`config.mk`:
```
export PLATFORM = sky130hd
export DESIGN_NAME = fetch_stage
export DESIGN_NICKNAME = d
export VERILOG_FILES = /design/src/rtl/fetch_stage.sv
export SDC_FILE = /design/constraint.sdc
export NUM_CORES = 1
export LEC_CHECK = 0
export CAP_MARGIN = 20
export CORE_MARGIN = 2
export CORE_UTILIZATION = 48
export CTS_CLUSTER_DIAMETER = 100
export DETAILED_ROUTE_END_ITERATION = 10
export GPL_ROUTABILITY_DRIVEN = 0
export GPL_TIMING_DRIVEN = 0
export PLACE_DENSITY_LB_ADDON = 0.12
export SLEW_MARGIN = 20
export SYNTH_ARGS = -nofsm -noshare
export SYNTH_HDL_FRONTEND = slang
export SYNTH_SLANG_ARGS = --single-unit
```
`constraint.sdc`:
```
create_clock -name clk -period 2.7 [get_ports clk]
set_input_delay 0.54 -clock clk [delete_from_list [all_inputs] [get_ports clk]]
set_output_delay 0.54 -clock clk [all_outputs]
set_load 0.05 [all_outputs]
```
`src/rtl/fetch_stage.sv`:
```
// Instruction-fetch stage: PC register, single-outstanding fetch FSM and IF/ID register.
// A response that arrives while decode is stalled is parked in a hold buffer until the stall clears.
module fetch_stage #(
  parameter logic [31:0] RESET_PC  = 32'h0000_0000,
  parameter logic [31:0] NOP_INSTR = 32'h0000_0013
) (
  input  logic        clk,
  input  logic        rst,
  input  logic        StallD,
  input  logic        FlushD,
  input  logic        PCSrcE,
  input  logic [31:0] PCTargetE,
  output logic        imem_req,
  output logic [31:0] imem_addr,
  input  logic        imem_valid,
  input  logic [31:0] imem_rdata,
  output logic [31:0] InstrD,
  output logic [31:0] PCD,
  output logic [31:0] PCPlus4D,
  output logic        ValidD
);

  localparam int unsigned XLEN = 32;

  typedef enum logic [1:0] {ISSUE, WAIT, HOLD, DISCARD} state_t;

  state_t            state, state_nxt;
  logic [XLEN-1:0]   pcf, pcf_nxt;
  logic [XLEN-1:0]   pcf_plus4;
  logic [XLEN-1:0]   target;
  logic [XLEN-1:0]   hold_buf, hold_nxt;
  logic [XLEN-1:0]   fetch_word;
  logic              fetch_done;
  logic              unused_target_lsb;

  // Instructions are word aligned, so the low target bits carry no information.
  assign target            = {PCTargetE[XLEN-1:2], 2'b00};
  assign unused_target_lsb = ^PCTargetE[1:0];
  assign pcf_plus4         = pcf + XLEN'(4);
  assign imem_addr         = pcf;

  // Fetch FSM state, PC and hold buffer.
  always_ff @(posedge clk) begin
    if (rst) begin
      state    <= ISSUE;
      pcf      <= {RESET_PC[XLEN-1:2], 2'b00};
      hold_buf <= '0;
    end else begin
      state    <= state_nxt;
      pcf      <= pcf_nxt;
      hold_buf <= hold_nxt;
    end
  end

  // Next state, next PC and request strobe; a redirect always beats a stall.
  always_comb begin
    state_nxt  = state;
    pcf_nxt    = pcf;
    hold_nxt   = hold_buf;
    fetch_done = 1'b0;
    fetch_word = hold_buf;
    imem_req   = 1'b0;

    case (state)
      ISSUE: begin
        imem_req = !PCSrcE;
        if (PCSrcE) begin
          pcf_nxt = target;
        end else begin
          state_nxt = WAIT;
        end
      end

      WAIT: begin
        if (PCSrcE) begin
          pcf_nxt   = target;
          state_nxt = imem_valid ? ISSUE : DISCARD;
        end else if (imem_valid) begin
          if (StallD) begin
            hold_nxt  = imem_rdata;
            state_nxt = HOLD;
          end else begin
            fetch_done = 1'b1;
            fetch_word = imem_rdata;
            pcf_nxt    = pcf_plus4;
            state_nxt  = ISSUE;
          end
        end
      end

      HOLD: begin
        if (PCSrcE) begin
          hold_nxt  = '0;
          pcf_nxt   = target;
          state_nxt = ISSUE;
        end else if (!StallD) begin
          fetch_done = 1'b1;
          pcf_nxt    = pcf_plus4;
          state_nxt  = ISSUE;
        end
      end

      DISCARD: begin
        if (PCSrcE) begin
          pcf_nxt = target;
        end
        if (imem_valid) begin
          state_nxt = ISSUE;
        end
      end

      default: begin
        state_nxt = ISSUE;
      end
    endcase

    if (rst) begin
      imem_req = 1'b0;
    end
  end

  // IF/ID register: flush, then stall, then a completed fetch, otherwise a bubble.
  always_ff @(posedge clk) begin
    if (rst) begin
      InstrD   <= NOP_INSTR;
      PCD      <= '0;
      PCPlus4D <= '0;
      ValidD   <= 1'b0;
    end else if (FlushD) begin
      InstrD   <= NOP_INSTR;
      PCD      <= '0;
      PCPlus4D <= '0;
      ValidD   <= 1'b0;
    end else if (StallD) begin
      InstrD   <= InstrD;
      PCD      <= PCD;
      PCPlus4D <= PCPlus4D;
      ValidD   <= ValidD;
    end else if (fetch_done) begin
      InstrD   <= fetch_word;
      PCD      <= pcf;
      PCPlus4D <= pcf_plus4;
      ValidD   <= 1'b1;
    end else begin
      InstrD   <= NOP_INSTR;
      ValidD   <= 1'b0;
    end
  end

endmodule

```
==> results.py <==
metrics = {
    "pwr": {
        "p_clk_share_pct": 42.1,
        "netSwitchingPower_mw": 1.513,
        "internal_power_mw": 4.165,
        "power.total_mw": 5.677,
        "p_seq_share_pct": 43.0,
        "power_density_mw_per_mm2": 578.0,
        "swShare_pct": 26.64,
        "power_frac_comb_pct": 14.9,
        "ir_worst_vdd_v": 0.0003999,
        "p_leak_nw": 3.480,
    },
    "logic_synthesis": {
        "synth_cell_type_count": 60,
        "synth-async-reset-ratio_pct": 0,
        "yosys-top-cells-count": "dfxtp_1, nor2_1, a21oi_1, nand2_1, clkbuf_1",
        "synth_most_common_cell": "dfxtp_1",
        "synthAdderAreaFrac_pct": 1.065,
        "synth_xor_area_share_pct": 3.728,
        "synth-simple-area-share_pct": 19.83,
        "synth_mux_area_share_pct": 4.900,
        "yosys.area.top_type": "dfxtp_1",
        "synth_cells": 856,
        "yosysTopAreaCellShare_pct": 44.59,
        "synth-seq-cells": 157,
        "synth_edf_count": 0,
        "synth_top_family_by_area": "simple AND/OR/NAND/NOR gates",
        "syn_area_mm2": 0.007048,
        "synthTopCellsByArea": "dfxtp_1, a21oi_1, nor2_1",
        "synth_compound_area_share_pct": 19.37,
        "syn_area_per_cell_um2": 8.234,
        "ys_warn_count": 0,
        "synth-seq-area-share_pct": 44.59,
        "ys.flop_type": "dfxtp_1",
    },
    "timing": {
        "fin_tns_setup_ps": 0,
        "setup_viol": 0,
        "slew_viol_final": 0,
        "finalCriticalPeriod_ps": 2638,
        "relSlewSlack_pct": 45.15,
        "clock_skew_ps": 14.56,
        "fmax_mhz": 379.1,
        "tightest_slew_ps": 815.2,
        "timing.hold.ws_ps": 452.4,
        "final-hold-violation-count": 0,
        "fin_crit_sh_pct": 97.69,
    },
    "min_path": {
        "hold_path_depth": 2,
        "hp-class": "register to register",
        "min_from": "PCD[27]$_SDFFE_PP0P_",
        "holdPathEnd": "PCD[27]$_SDFFE_PP0P_",
    },
    "outcome": {
        "outcome": "finished, final reports clean",
    },
    "worst_setup_path": {
        "path_delay_family": "simple AND/OR/NAND/NOR gates",
        "criticalPathCategory": "register to register",
        "r2r-start": "imem_addr[2]$_SDFFE_PP0P_",
        "r2r_cells": 7,
        "critPathArrivalTime_ps": 3010,
        "cp_slowest_cell": "or4_1",
        "cp_slowest_stage_delay_ps": 480,
        "path_buf_inv": 1,
        "critPathRequiredTime_ps": 3070,
        "crit_path_frequent_cell": "or3_1",
        "cp_max_fo": 7,
        "cp_cell_sequence": "ha_2 > nand4_1 > or3_1 > buf_2 > or3_1 > or4_1 > a31oi_1",
        "path_depth": 7,
        "cp-start-kind": "register",
        "rr_endpoint": "imem_addr[22]$_SDFFE_PP0P_",
        "cp-end-kind": "register",
        "ff2ff_setup_slack_ps": 60,
    },
    "floorplan": {
        "die_area_mm2": 0.01567,
        "initial_utilization_pct": 48.86,
        "core_mm2": 0.01442,
        "die-width_um": 125.2,
        "die_h_um": 125.2,
        "rows": 44,
        "ioPinCount": 200,
    },
    "cells_and_area": {
        "final_area_mm2": 0.009822,
        "layout.nets": 1145,
        "n_antenna_cell": 0,
        "fin_cells": 1264,
        "area_delta_synth_final_pct": 39.36,
        "layout-drive-gt1-share_pct": 6.944,
    },
    "routing": {
        "routed-via-count": 7094,
        "viasPerCell": 5.612,
        "dr.first_iter.drc_count": 450,
        "wl_per_cell_um": 17.44,
        "drc_errors": 0,
        "first_pass_iters": 9,
        "routed_wl_um": 22040,
        "antenna_left": 0,
    },
    "place": {
        "dpl_cell_area_mm2": 0.009191,
        "post-place-cells": 1234,
        "port_buffers": 189,
        "hpwl_um": 16000,
    },
    "cts": {
        "cts.clk_slew.worst_paths_ps": 60,
        "root_buffer": "clkbuf_16",
        "cts_buffer_depth": 2,
        "worstSkewPairLatency_ps": 440,
        "numCtsBuffers": 17,
        "cts_tree": "yes",
        "clock-sinks": 157,
        "h-tree-depth": 4,
    },
    "job": {
        "maxCapViolCount": 0,
    },
    "grt": {
        "grt_overflow": 0,
        "grt_max_degree": 17,
        "grt_pass1_wl_um": 34580,
        "grt_usage_pct": 27.39,
        "antenna_found_initial": 0,
        "grt_pass1_vias": 6656,
    },
}
## logic make-up (layout without fill, tap and decap cells)
| group | after synthesis | after routing |
|---|---|---|
| DFF | 157 | 157 |
| buffers and inverters | 88 | 307 |
| AOI/OAI and AO/OA | 227 | 227 |
| xor gates and xnor gates | 30 | 30 |
| other | 1 | 6 |
| adders and majority gates | 6 | 6 |
| and+or+nand+nor | 313 | 313 |
| muxes | 34 | 34 |
## worst min-delay path, delay by kind of cell, from the launching register on
kind | cells | cell delay, ps
AOI/OAI and AO/OA | 1 | 50
DFF | 1 | 310
and+or+nand+nor | 1 | 50
## registers in the layout, indices dropped and copies added (netlist names)
name and count:
ValidD 1, PCD 30, InstrD 32, hold_buf 32
imem_addr 30, PCPlus4D 30, state 2
## cell usage in the layout, fill, tap and decap left out, types with 7 or more instances in the layout
cell type        instances
nor4_1                   8
xnor2_1                 16
mux2i_1                 30
nand2_1                102
or3_1                    8
a31oi_1                  7
a22oi_1                 39
clkdlybuf4s50_1        188
nand3_1                 18
dfxtp_1                155
a211oi_1                 9
clkbuf_1                48
nor2_1                 124
nand4_1                 14
xor2_1                  14
clkbuf_16               17
inv_1                   12
o21ai_0                 33
a21oi_1                107
buf_4                    8
## routing by layer
layer	part of all wire (%)	wire, µm	global-route usage [%]	vias up
met5	0	0	0	-
met4	2.2	489	9.412	0
met3	9.1	1999	8.173	52
met2	47	10400	45.17	324
met1	41	9146	34.28	3313
li1	-	-	-	3405
## stage by stage
| step | utilization, % | setup slack, ps |
|---|---|---|
| after floorplan | - | 102.4 |
| after global routing | 68.10 | -4.633 |
| final | 68.10 | 62.25 |
| after CTS | 67.79 | 24.15 |
| after detailed placement | 63.72 | -597.2 |
| after global placement | 63.72 | -579.3 |
## power by group through the flow
stage | clock network [mW] | logic (mW) | registers [mW]
finish | 2.39 | 0.846 | 2.44
global route | 2.52 | 0.900 | 2.44
CTS | 2.41 | 0.837 | 2.44
detailed placement | 0 | 0.830 | 2.49
global placement | 0 | 0.823 | 2.49
floorplan | 0 | 0.391 | 2.61
## worst max path at each step
stage / to / start / slack, ps
after global placement: imem_req / rst / -580
after CTS: PCD[26]$_SDFFE_PP0P_ / state[0]$_SDFFE_PP0P_ / 20
final: imem_addr[22]$_SDFFE_PP0P_ / imem_addr[2]$_SDFFE_PP0P_ / 60
after global routing: imem_addr[22]$_SDFFE_PP0P_ / imem_addr[2]$_SDFFE_PP0P_ / -5
after detailed placement: imem_req / rst / -600
after floorplan: imem_addr[22]$_SDFFE_PP0P_ / imem_addr[2]$_SDFFE_PP0P_ / 100
## cell type report
| class | instances | area (µm²) |
|---|---|---|
| buffer | 74 | 407.9 |
| fill | 1269 | 4602 |
| sequential | 157 | 3148 |
| clock inverter | 7 | 115.1 |
| tap | 184 | 230.2 |
| clock buffer | 23 | 457.9 |
| multi-input combinational | 616 | 3513 |
| inverter | 13 | 48.80 |
| timing repair buffer | 190 | 1901 |
## what timing repair did
action                                  4_1_cts  5_1_grt
endpoints found under the setup margin       45       63
hold buffers                                  0        0
gates resized for setup                       8        9
pin swaps                                     1        1
buffers inserted                              0        1
(Power assumes the default switching activity.)
